[src/rtl/vga_glyph_timing_pkg.sv]
// Raster timing constants and shared widths
// for the glyph-mode VGA timing source.
package vga_timing_pkg;

  localparam int H_DISPLAY = 640;
  localparam int H_FRONT   = 16;
  localparam int H_SYNC    = 96;
  localparam int H_BACK    = 48;
  localparam int V_DISPLAY = 480;
  localparam int V_BOTTOM  = 10;
  localparam int V_SYNC    = 2;
  localparam int V_TOP     = 33;

  localparam int H_MAX =
    H_DISPLAY + H_FRONT + H_SYNC + H_BACK - 1;
  localparam int V_MAX =
    V_DISPLAY + V_BOTTOM + V_SYNC + V_TOP - 1;

  localparam int H_SYNC_START = H_DISPLAY + H_FRONT;
  localparam int H_SYNC_END   = H_SYNC_START + H_SYNC;
  localparam int V_SYNC_START = V_DISPLAY + V_BOTTOM;
  localparam int V_SYNC_END   = V_SYNC_START + V_SYNC;

  localparam int GLYPH_W = 8;
  localparam int GLYPH_H = 12;
  localparam int FRAME_W = 10;

  typedef logic [9:0] pos_t;
  typedef logic [6:0] col_t;
  typedef logic [5:0] row_t;
  typedef logic [3:0] gy_t;
  typedef logic [2:0] gx_t;

endpackage

[src/rtl/vga_glyph_timing_if.sv]
// Timing bundle from the raster source
// to the glyph renderer.
interface vga_glyph_timing_if #(
  parameter int FRAME_W = 10
);
  import vga_timing_pkg::*;

  logic               hsync;
  logic               vsync;
  logic               display_on;
  pos_t               hpos;
  pos_t               vpos;
  col_t               col;
  gx_t                gx;
  row_t               row;
  gy_t                gy;
  logic [FRAME_W-1:0] frame;
  logic               frame_tick;
  logic               drop_done;

  modport master (
    output hsync, vsync, display_on,
    output hpos, vpos, col, gx, row, gy,
    output frame, frame_tick, drop_done
  );

  modport slave (
    input hsync, vsync, display_on,
    input hpos, vpos, col, gx, row, gy,
    input frame, frame_tick, drop_done
  );

endinterface

[src/rtl/vga_glyph_timing_cell.sv]
// Modulo-N sub counter carrying into an index;
// used for glyph row / y-in-glyph tracking.
module glyph_cell_counter #(
  parameter int N  = 12,
  parameter int IW = 6,
  parameter int SW = 4
) (
  input  logic          clk,
  input  logic          reset,
  input  logic          adv,
  input  logic          clr,
  output logic [IW-1:0] idx,
  output logic [SW-1:0] sub
);

  localparam logic [SW-1:0] LAST = SW'(N - 1);

  always_ff @(posedge clk) begin
    if (reset) begin
      idx <= '0;
      sub <= '0;
    end else if (adv) begin
      if (clr) begin
        idx <= '0;
        sub <= '0;
      end else if (sub == LAST) begin
        idx <= idx + 1'b1;
        sub <= '0;
      end else begin
        sub <= sub + 1'b1;
      end
    end
  end

endmodule

[src/rtl/vga_glyph_timing.sv]
// 640x480@60 raster timing with incremental
// glyph-cell coordinates and frame counter.
module vga_glyph_timing #(
  parameter int H_DISPLAY = vga_timing_pkg::H_DISPLAY,
  parameter int H_FRONT   = vga_timing_pkg::H_FRONT,
  parameter int H_SYNC    = vga_timing_pkg::H_SYNC,
  parameter int H_BACK    = vga_timing_pkg::H_BACK,
  parameter int V_DISPLAY = vga_timing_pkg::V_DISPLAY,
  parameter int V_BOTTOM  = vga_timing_pkg::V_BOTTOM,
  parameter int V_SYNC    = vga_timing_pkg::V_SYNC,
  parameter int V_TOP     = vga_timing_pkg::V_TOP,
  parameter int GLYPH_H   = vga_timing_pkg::GLYPH_H,
  parameter int FRAME_W   = vga_timing_pkg::FRAME_W
) (
  input  logic             clk,
  input  logic             reset,
  input  logic             freeze,
  vga_glyph_timing_if.master tim
);
  import vga_timing_pkg::*;

  localparam pos_t HMAX =
    pos_t'(H_DISPLAY + H_FRONT + H_SYNC + H_BACK - 1);
  localparam pos_t VMAX =
    pos_t'(V_DISPLAY + V_BOTTOM + V_SYNC + V_TOP - 1);
  localparam pos_t HD  = pos_t'(H_DISPLAY);
  localparam pos_t VD  = pos_t'(V_DISPLAY);
  localparam pos_t HSS = pos_t'(H_DISPLAY + H_FRONT);
  localparam pos_t HSE = pos_t'(H_DISPLAY + H_FRONT + H_SYNC);
  localparam pos_t VSS = pos_t'(V_DISPLAY + V_BOTTOM);
  localparam pos_t VSE = pos_t'(V_DISPLAY + V_BOTTOM + V_SYNC);

  pos_t               h;
  pos_t               v;
  pos_t               h_n;
  pos_t               v_n;
  logic               line_end;
  logic               hs;
  logic               vs;
  logic               de;
  logic               tick;
  logic               drop;
  logic [FRAME_W-1:0] frame;
  row_t               row;
  gy_t                gy;

  assign line_end = (h == HMAX);

  always_comb begin
    h_n = line_end ? '0 : h + 1'b1;
    v_n = v;
    if (line_end) v_n = (v == VMAX) ? '0 : v + 1'b1;
  end

  // Decode from the next position so every output lines up with h/v.
  always_ff @(posedge clk) begin
    if (reset) begin
      h    <= '0;
      v    <= '0;
      hs   <= 1'b1;
      vs   <= 1'b1;
      de   <= 1'b1;
      tick <= 1'b0;
    end else begin
      h    <= h_n;
      v    <= v_n;
      hs   <= !(h_n >= HSS && h_n < HSE);
      vs   <= !(v_n >= VSS && v_n < VSE);
      de   <= (h_n < HD) && (v_n < VD);
      tick <= (h_n == HMAX) && (v_n == VMAX);
    end
  end

  always_ff @(posedge clk) begin
    if (reset) begin
      frame <= '0;
      drop  <= 1'b0;
    end else if (tick && !freeze) begin
      frame <= frame + 1'b1;
      if (&frame) drop <= 1'b1;
    end
  end

  glyph_cell_counter #(
    .N  (GLYPH_H),
    .IW (6),
    .SW (4)
  ) u_cell (
    .clk   (clk),
    .reset (reset),
    .adv   (line_end),
    .clr   (v == VMAX),
    .idx   (row),
    .sub   (gy)
  );

  assign tim.hpos       = h;
  assign tim.vpos       = v;
  assign tim.col        = h[9:3];
  assign tim.gx         = h[2:0];
  assign tim.row        = row;
  assign tim.gy         = gy;
  assign tim.hsync      = hs;
  assign tim.vsync      = vs;
  assign tim.display_on = de;
  assign tim.frame_tick = tick;
  assign tim.frame      = frame;
  assign tim.drop_done  = drop;

endmodule

[src/flat_wrapper.sv]
// flat-port wrapper written by rule: the top's interface ports become plain ports
module vga_glyph_timing_flat import vga_timing_pkg::*;
#(
  parameter int H_DISPLAY = vga_timing_pkg::H_DISPLAY,
  parameter int H_FRONT   = vga_timing_pkg::H_FRONT,
  parameter int H_SYNC    = vga_timing_pkg::H_SYNC,
  parameter int H_BACK    = vga_timing_pkg::H_BACK,
  parameter int V_DISPLAY = vga_timing_pkg::V_DISPLAY,
  parameter int V_BOTTOM  = vga_timing_pkg::V_BOTTOM,
  parameter int V_SYNC    = vga_timing_pkg::V_SYNC,
  parameter int V_TOP     = vga_timing_pkg::V_TOP,
  parameter int GLYPH_H   = vga_timing_pkg::GLYPH_H,
  parameter int FRAME_W   = vga_timing_pkg::FRAME_W
)
  (clk, reset, freeze, tim_hsync, tim_vsync, tim_display_on, tim_hpos, tim_vpos, tim_col, tim_gx, tim_row, tim_gy, tim_frame, tim_frame_tick, tim_drop_done);
  vga_glyph_timing_if #(.FRAME_W(FRAME_W)) tim_i ();
  input  logic clk;
  input  logic reset;
  input  logic freeze;
  output wire logic [$bits(tim_i.hsync)-1:0] tim_hsync;
  output wire logic [$bits(tim_i.vsync)-1:0] tim_vsync;
  output wire logic [$bits(tim_i.display_on)-1:0] tim_display_on;
  output wire logic [$bits(tim_i.hpos)-1:0] tim_hpos;
  output wire logic [$bits(tim_i.vpos)-1:0] tim_vpos;
  output wire logic [$bits(tim_i.col)-1:0] tim_col;
  output wire logic [$bits(tim_i.gx)-1:0] tim_gx;
  output wire logic [$bits(tim_i.row)-1:0] tim_row;
  output wire logic [$bits(tim_i.gy)-1:0] tim_gy;
  output wire logic [$bits(tim_i.frame)-1:0] tim_frame;
  output wire logic [$bits(tim_i.frame_tick)-1:0] tim_frame_tick;
  output wire logic [$bits(tim_i.drop_done)-1:0] tim_drop_done;
  assign tim_hsync = tim_i.hsync;
  assign tim_vsync = tim_i.vsync;
  assign tim_display_on = tim_i.display_on;
  assign tim_hpos = tim_i.hpos;
  assign tim_vpos = tim_i.vpos;
  assign tim_col = tim_i.col;
  assign tim_gx = tim_i.gx;
  assign tim_row = tim_i.row;
  assign tim_gy = tim_i.gy;
  assign tim_frame = tim_i.frame;
  assign tim_frame_tick = tim_i.frame_tick;
  assign tim_drop_done = tim_i.drop_done;
  vga_glyph_timing #(.H_DISPLAY(H_DISPLAY), .H_FRONT(H_FRONT), .H_SYNC(H_SYNC), .H_BACK(H_BACK), .V_DISPLAY(V_DISPLAY), .V_BOTTOM(V_BOTTOM), .V_SYNC(V_SYNC), .V_TOP(V_TOP), .GLYPH_H(GLYPH_H), .FRAME_W(FRAME_W)) u_core (.clk(clk), .reset(reset), .freeze(freeze), .tim(tim_i));
endmodule
[config.mk]
export PLATFORM = sky130hd
export DESIGN_NAME = vga_glyph_timing_flat
export DESIGN_NICKNAME = d
export VERILOG_FILES = /design/src/rtl/vga_glyph_timing_pkg.sv /design/src/rtl/vga_glyph_timing_if.sv /design/src/rtl/vga_glyph_timing_cell.sv /design/src/rtl/vga_glyph_timing.sv /design/src/flat_wrapper.sv
export SDC_FILE = /design/constraint.sdc
export NUM_CORES = 1
export LEC_CHECK = 0
export ABC_AREA = 1
export ABC_CLOCK_PERIOD_IN_PS = 2000
export BUFFER_PORTS_ARGS = -buffer_cell sky130_fd_sc_hd__buf_4
export CORE_AREA = 2 2 74 76
export DETAILED_ROUTE_END_ITERATION = 12
export DIE_AREA = 0 0 76 78
export PLACE_DENSITY = 0.81
export SYNTH_ARGS = -nofsm -noshare
export SYNTH_HDL_FRONTEND = slang
export SYNTH_SLANG_ARGS = --single-unit
[constraint.sdc]
create_clock -name clk -period 2 [get_ports clk]
set_input_delay 0.3 -clock clk [delete_from_list [all_inputs] [get_ports clk]]
set_output_delay 0.3 -clock clk [all_outputs]
set_load 0.01 [all_outputs]
After elaboration in Yosys (flattened, before gate mapping)
Index checks and enable logic that the tools add are counted.
Word-level totals
  bits in registers: 45
  bits of input ports: 3
  output and inout port bits: 55
  word-level logic and storage cells: 44
Operators by class
  add/subtract/negate cells: 5
  order comparisons: 6
  equal/unequal tests: 5
  mux-type cells: 7
  reduce and logical (&&, ||, !) cells: 11
Operator list (count)
  10-bit equality test, second input constant: 4
  10-bit by 1-bit adder with 10-bit output, second input constant: 3
  10-bit 2-to-1 mux: 3
  10-bit less-than comparator, second input constant: 2
  10-bit by 9-bit less-than comparator with 1-bit output, second input constant: 2
  6-bit 2-to-1 mux: 2
  11-bit AND reduction: 1
  10-bit greater-or-equal comparator, second input constant: 1
  10-bit by 9-bit greater-or-equal comparator with 1-bit output, second input constant: 1
  4-bit 2-to-1 mux: 2
  6-bit by 1-bit adder with 6-bit output, second input constant: 1
  1-bit logical AND: 5
  4-bit by 1-bit adder with 4-bit output, second input constant: 1
  4-bit equality test, second input constant: 1
  1-bit logical NOT: 3
  2-bit AND reduction: 1
  2-bit nonzero test: 1

Logic depth before layout (Yosys ltp)
  word-level depth: 6
  mapped depth: 12
  mapped depth without buffers: 12

Cells and area by module
From an unflattened synthesis, not the netlist that was laid out.
Second synthesis, totals
  cell total of the unflattened synthesis: 359
  area, all modules: 2424.8 µm²
Modules (own cells, without submodules)
  vga_glyph_timing: times used 1, cells each 283, area an instance 1904.3 µm², seq. area each 700.7 µm²
  glyph_cell_counter: times used 1, cells each 76, area an instance 520.5 µm², seq. area each 200.2 µm²

Worst setup path after synthesis
No wires, ideal clock.
  kind: register -> register
  start point: register u_core.h[0] (netlist: u_core.tim.hpos[0])
  end point: register u_core.vs (netlist: u_core.tim.vsync)
  setup time: 0.126 ns
  data arrival time: 1.689 ns
  slack: 0.185 ns
  cell stages (with the launch flop): 12
  clock period less this slack: 1.815 ns
  path through: dfxtp_1 > ha_1 > nand2_2 > nor2_8 > inv_4 > nor2_8 > buf_8 > nand3_1 > nand2_1 > nand2_1 > nor2_1 > nand4_1
Between the ends
  longest elaborated chain between the ends: 5
  elaborated cells on any way between the ends: 6
RTL lines
  from (decl): line vga_glyph_timing.sv:33  | pos_t h;
  from (signal assigned): line vga_glyph_timing.sv:65  | h <= h_n;
  10-bit equality test *: line vga_glyph_timing.sv:47  | assign line_end = (h == HMAX);
  10-bit 2-to-1 mux *: line vga_glyph_timing.sv:52  | if (line_end) v_n = (v == VMAX) ? '0 : v + 1'b1;
  10-bit by 9-bit greater-or-equal comparator with 1-bit output or 10-bit by 9-bit less-than comparator with 1-bit output (tied branches): line vga_glyph_timing.sv:68  | vs <= !(v_n >= VSS && v_n < VSE);
  1-bit logical AND *: line vga_glyph_timing.sv:68
  1-bit logical NOT *: line vga_glyph_timing.sv:68
  to (signal assigned): line vga_glyph_timing.sv:68
  to (decl): line vga_glyph_timing.sv:39  | logic vs;
Mark *: on every way between the ends. The rest lies on a longest branch, timed or not.
A chain may end at the register's enable or synchronous reset.

Worst setup path in the final report
  start point: register u_core.h[8] (netlist: u_core.tim.hpos[8])
  end point: register u_core.tick (netlist: u_core.tim.frame_tick)
Between the ends
  longest elaborated chain between the ends: 4
  elaborated cells on any way between the ends: 7
RTL lines
  10-bit by 1-bit adder with 10-bit output or 10-bit equality test (tied branches): line vga_glyph_timing.sv:50, vga_glyph_timing.sv:47
  10-bit 2-to-1 mux, on equally long branches: line vga_glyph_timing.sv:50, vga_glyph_timing.sv:52
  10-bit equality test: line vga_glyph_timing.sv:70  | tick <= (h_n == HMAX) && (v_n == VMAX);
  1-bit logical AND *: line vga_glyph_timing.sv:70
  to (signal assigned): line vga_glyph_timing.sv:70
  to (decl): line vga_glyph_timing.sv:41  | logic tick;
Marks and branches as above.

==> impl_results.md <==
- Flops & latches, synth: 45
- Max_cap viols: 0
- Critical path fanouts, max: 9
- CP bufs+invs: 1
- Total power draw: 1.50 mW
- Avg Inst Size Synth: 6.55 µm²
- Fin Setup TNS: 0 ps
- Final hold vios: 0
- Via count: 2566
- Pleak: 1.56 nW
- Initial DRC Count: 310
- Max Clock Freq: 0.541 GHz
- Width of the die: 76 µm
- PwrDens: 488 nW/µm²
- Setup crit start kind: register
- Finished Cell Area: 3080 µm²
- Crit end category: register
- First-pass GRT wire length: 10100 µm
- Dpl ws: 106 ps
- Commonest non-fill, non-tap cell in the layout: nand2_1
- Syn Inst Count: 382
- Die Height: 78 µm
- DIE AREA: 5930 µm²
- DRC: 0
- Slew Viols, Final: 0
- Register Area: 901 µm²
- Rows: 26
- Setup violators final: 0
- Largest net degree at the start of global routing: 24
- Initial Util: 0.496
- Final GP Congestion: 0.940
- Post-CTS Resized: 0
- Post-DR vias/cell: 5.01
- Crit path kind: register to register
- Crit-path leading delay family: simple AND/OR/NAND/NOR gates
- Share of cells above drive strength 1: 0.195
- Final period utilization: 0.924
- Status: complete, no violations
- Slew Limit Headroom: 0.764
- Post-CTS Setup Inserts: 0
- Clk_lat worst skew: 290 ps
- Crit path time final: 1850 ps
- Drt total wl: 6260 µm
- Placed cells: 501
- CTS Buf Count: 5
- Most common cell on crit path: nor2_1
- Fin cells: 512
- Dpl hpwl: 4450 µm
- Synth cell types: 25
- Max VDD drop: 0.307 mV
- Routed wire per std cell: 12.2 µm
- CTS max path bufs: 2
- Post-route antenna net violation count: 0
- Worst EP required: 2220 ps
- Commonest non-fill, non-tap cells in the layout: nand2_1 (91), buf_4 (67), inv_1 (63), nor2_1 (60), dfxtp_1 (45)
- Root Buffer: clkbuf_8
- GR Overflow Total: 0
- Final WS setup: 153 ps
- Nets: 453
- CTS Hold Bufs: 0
- Area Growth Syn to Fin: 22.9%
- Max incr delay on CP: 410 ps
- Register area share after synthesis: 0.360
- Cell Area, Placed: 2960 µm²
- Post-Syn Nets: 392
- Critical Path AT: 2070 ps
- I/O Buffers: 57
- # diodes: 0
- Multi-input gate area: 1270 µm²
- Synthesized area: 2500 µm²
- Skew final: 9.34 ps
- Critical-path top delay cell: dfxtp_1
- Clk sinks: 45
- Core area: 5040 µm²
- HP Class: primary input to register
- TritonCTS clock tree: yes
- Worst slew pin tran: 353 ps
- Initial antenna violation count: 0
- Router iterations before antenna repair: 4
- GRT Util Overall: 0.207
- H-tree levels: 2
- YS warnings: 0
- CTS clock-pin slew for the worst setup and hold paths: 80 ps
- Vias in the first global route: 2357
- Fillers: 483
- I/O pin count: 58
- Core Util, Final: 0.610
- Crit-path cells: nand2_1, inv_1, nand3_1, nor2_8, nor2_1, a21oi_1, nand2_1, nor2_1, nand3_1, nor2_1
- Hold_ws: 262 ps
where the power goes:
part | internal (mW) | switching, mW | total, mW
clock network | 0.231 | 0.297 | 0.528
logic | 0.0291 | 0.0407 | 0.0698
registers | 0.900 | 0.00320 | 0.903
final timing paths:
path                                startpoint                           endpoint  slack, ps  cells after the start
max              u_core.tim.hpos[8]$_SDFF_PP0_   u_core.tim.frame_tick$_SDFF_PP0_        150                     10
min                                     freeze   u_core.tim.frame[1]$_SDFFE_PP0P_        260                      3
max reg2reg      u_core.tim.hpos[8]$_SDFF_PP0_   u_core.tim.frame_tick$_SDFF_PP0_        150                     10
min reg2reg  u_core.tim.drop_done$_SDFFE_PP0P_  u_core.tim.drop_done$_SDFFE_PP0P_        460                      2
sequential cells by signal, indices dropped and copies added, names as in the netlist:
| name | flops |
|---|---|
| u_core.tim.hpos | 10 |
| u_core.tim.frame | 10 |
| u_core.u_cell.idx | 6 |
| u_core.u_cell.sub | 4 |
| u_core.tim.frame_tick | 1 |
| u_core.tim.vpos | 10 |
| u_core.tim.vsync | 1 |
| u_core.tim.display_on | 1 |
| u_core.tim.hsync | 1 |
| u_core.tim.drop_done | 1 |
worst min-delay path, delay by kind of cell:
kind                   cells  cell delay (ps)
and+or+nand+nor            2              130
buffers and inverters      1               80
routing by layer:
metal | wire, µm | global-route usage
met1 | 2720 | 0.254
met2 | 3040 | 0.351
met4 | 96 | 0.0891
met5 | 0 | 0
met3 | 408 | 0.0477
kinds of logic (layout without fill, tap and decap cells):
family	after synthesis	in the layout	synth area share
XOR/XNOR	5	5	0.0175
AND/OR/NAND/NOR	220	221	0.394
flip-flops	45	45	0.360
adder cells (fa/ha/maj)	7	7	0.0350
buffers and inverters	78	137	0.137
AO/OA/AOI/OAI	27	27	0.0565
Yosys cell counts:
cell / count / area [µm²]
inv_4: 1 / 6.26
nor3_1: 12 / 60.1
o2111ai_1: 1 / 8.76
clkbuf_1: 3 / 11.3
buf_8: 1 / 15.0
nand3b_1: 1 / 7.51
inv_1: 63 / 236
nor3_2: 2 / 20.0
o21bai_1: 1 / 7.51
nor2_1: 60 / 225
nand3_1: 32 / 160
nor2_2: 1 / 6.26
nand4_1: 11 / 68.8
ha_1: 7 / 87.6
o21ai_0: 13 / 65.1
dfxtp_1: 45 / 901
nand2_4: 1 / 11.3
a21oi_1: 12 / 60.1
nor2_8: 2 / 40.0
nor4_1: 2 / 12.5
xor2_1: 3 / 26.3
xnor2_1: 2 / 17.5
nand2_1: 91 / 342
nand2_2: 5 / 31.3
buf_4: 10 / 75.1
area by class of cell:
type	instances	area share
Tap cell	70	0.0285
Sequential cell	45	0.293
Clock inverter	1	0.00163
Multi-Input combinational cell	260	0.412
Inverter	64	0.0789
Clock buffer	5	0.0224
Timing Repair Buffer	67	0.163
No activity file was read; power rests on OpenSTA's default activity.
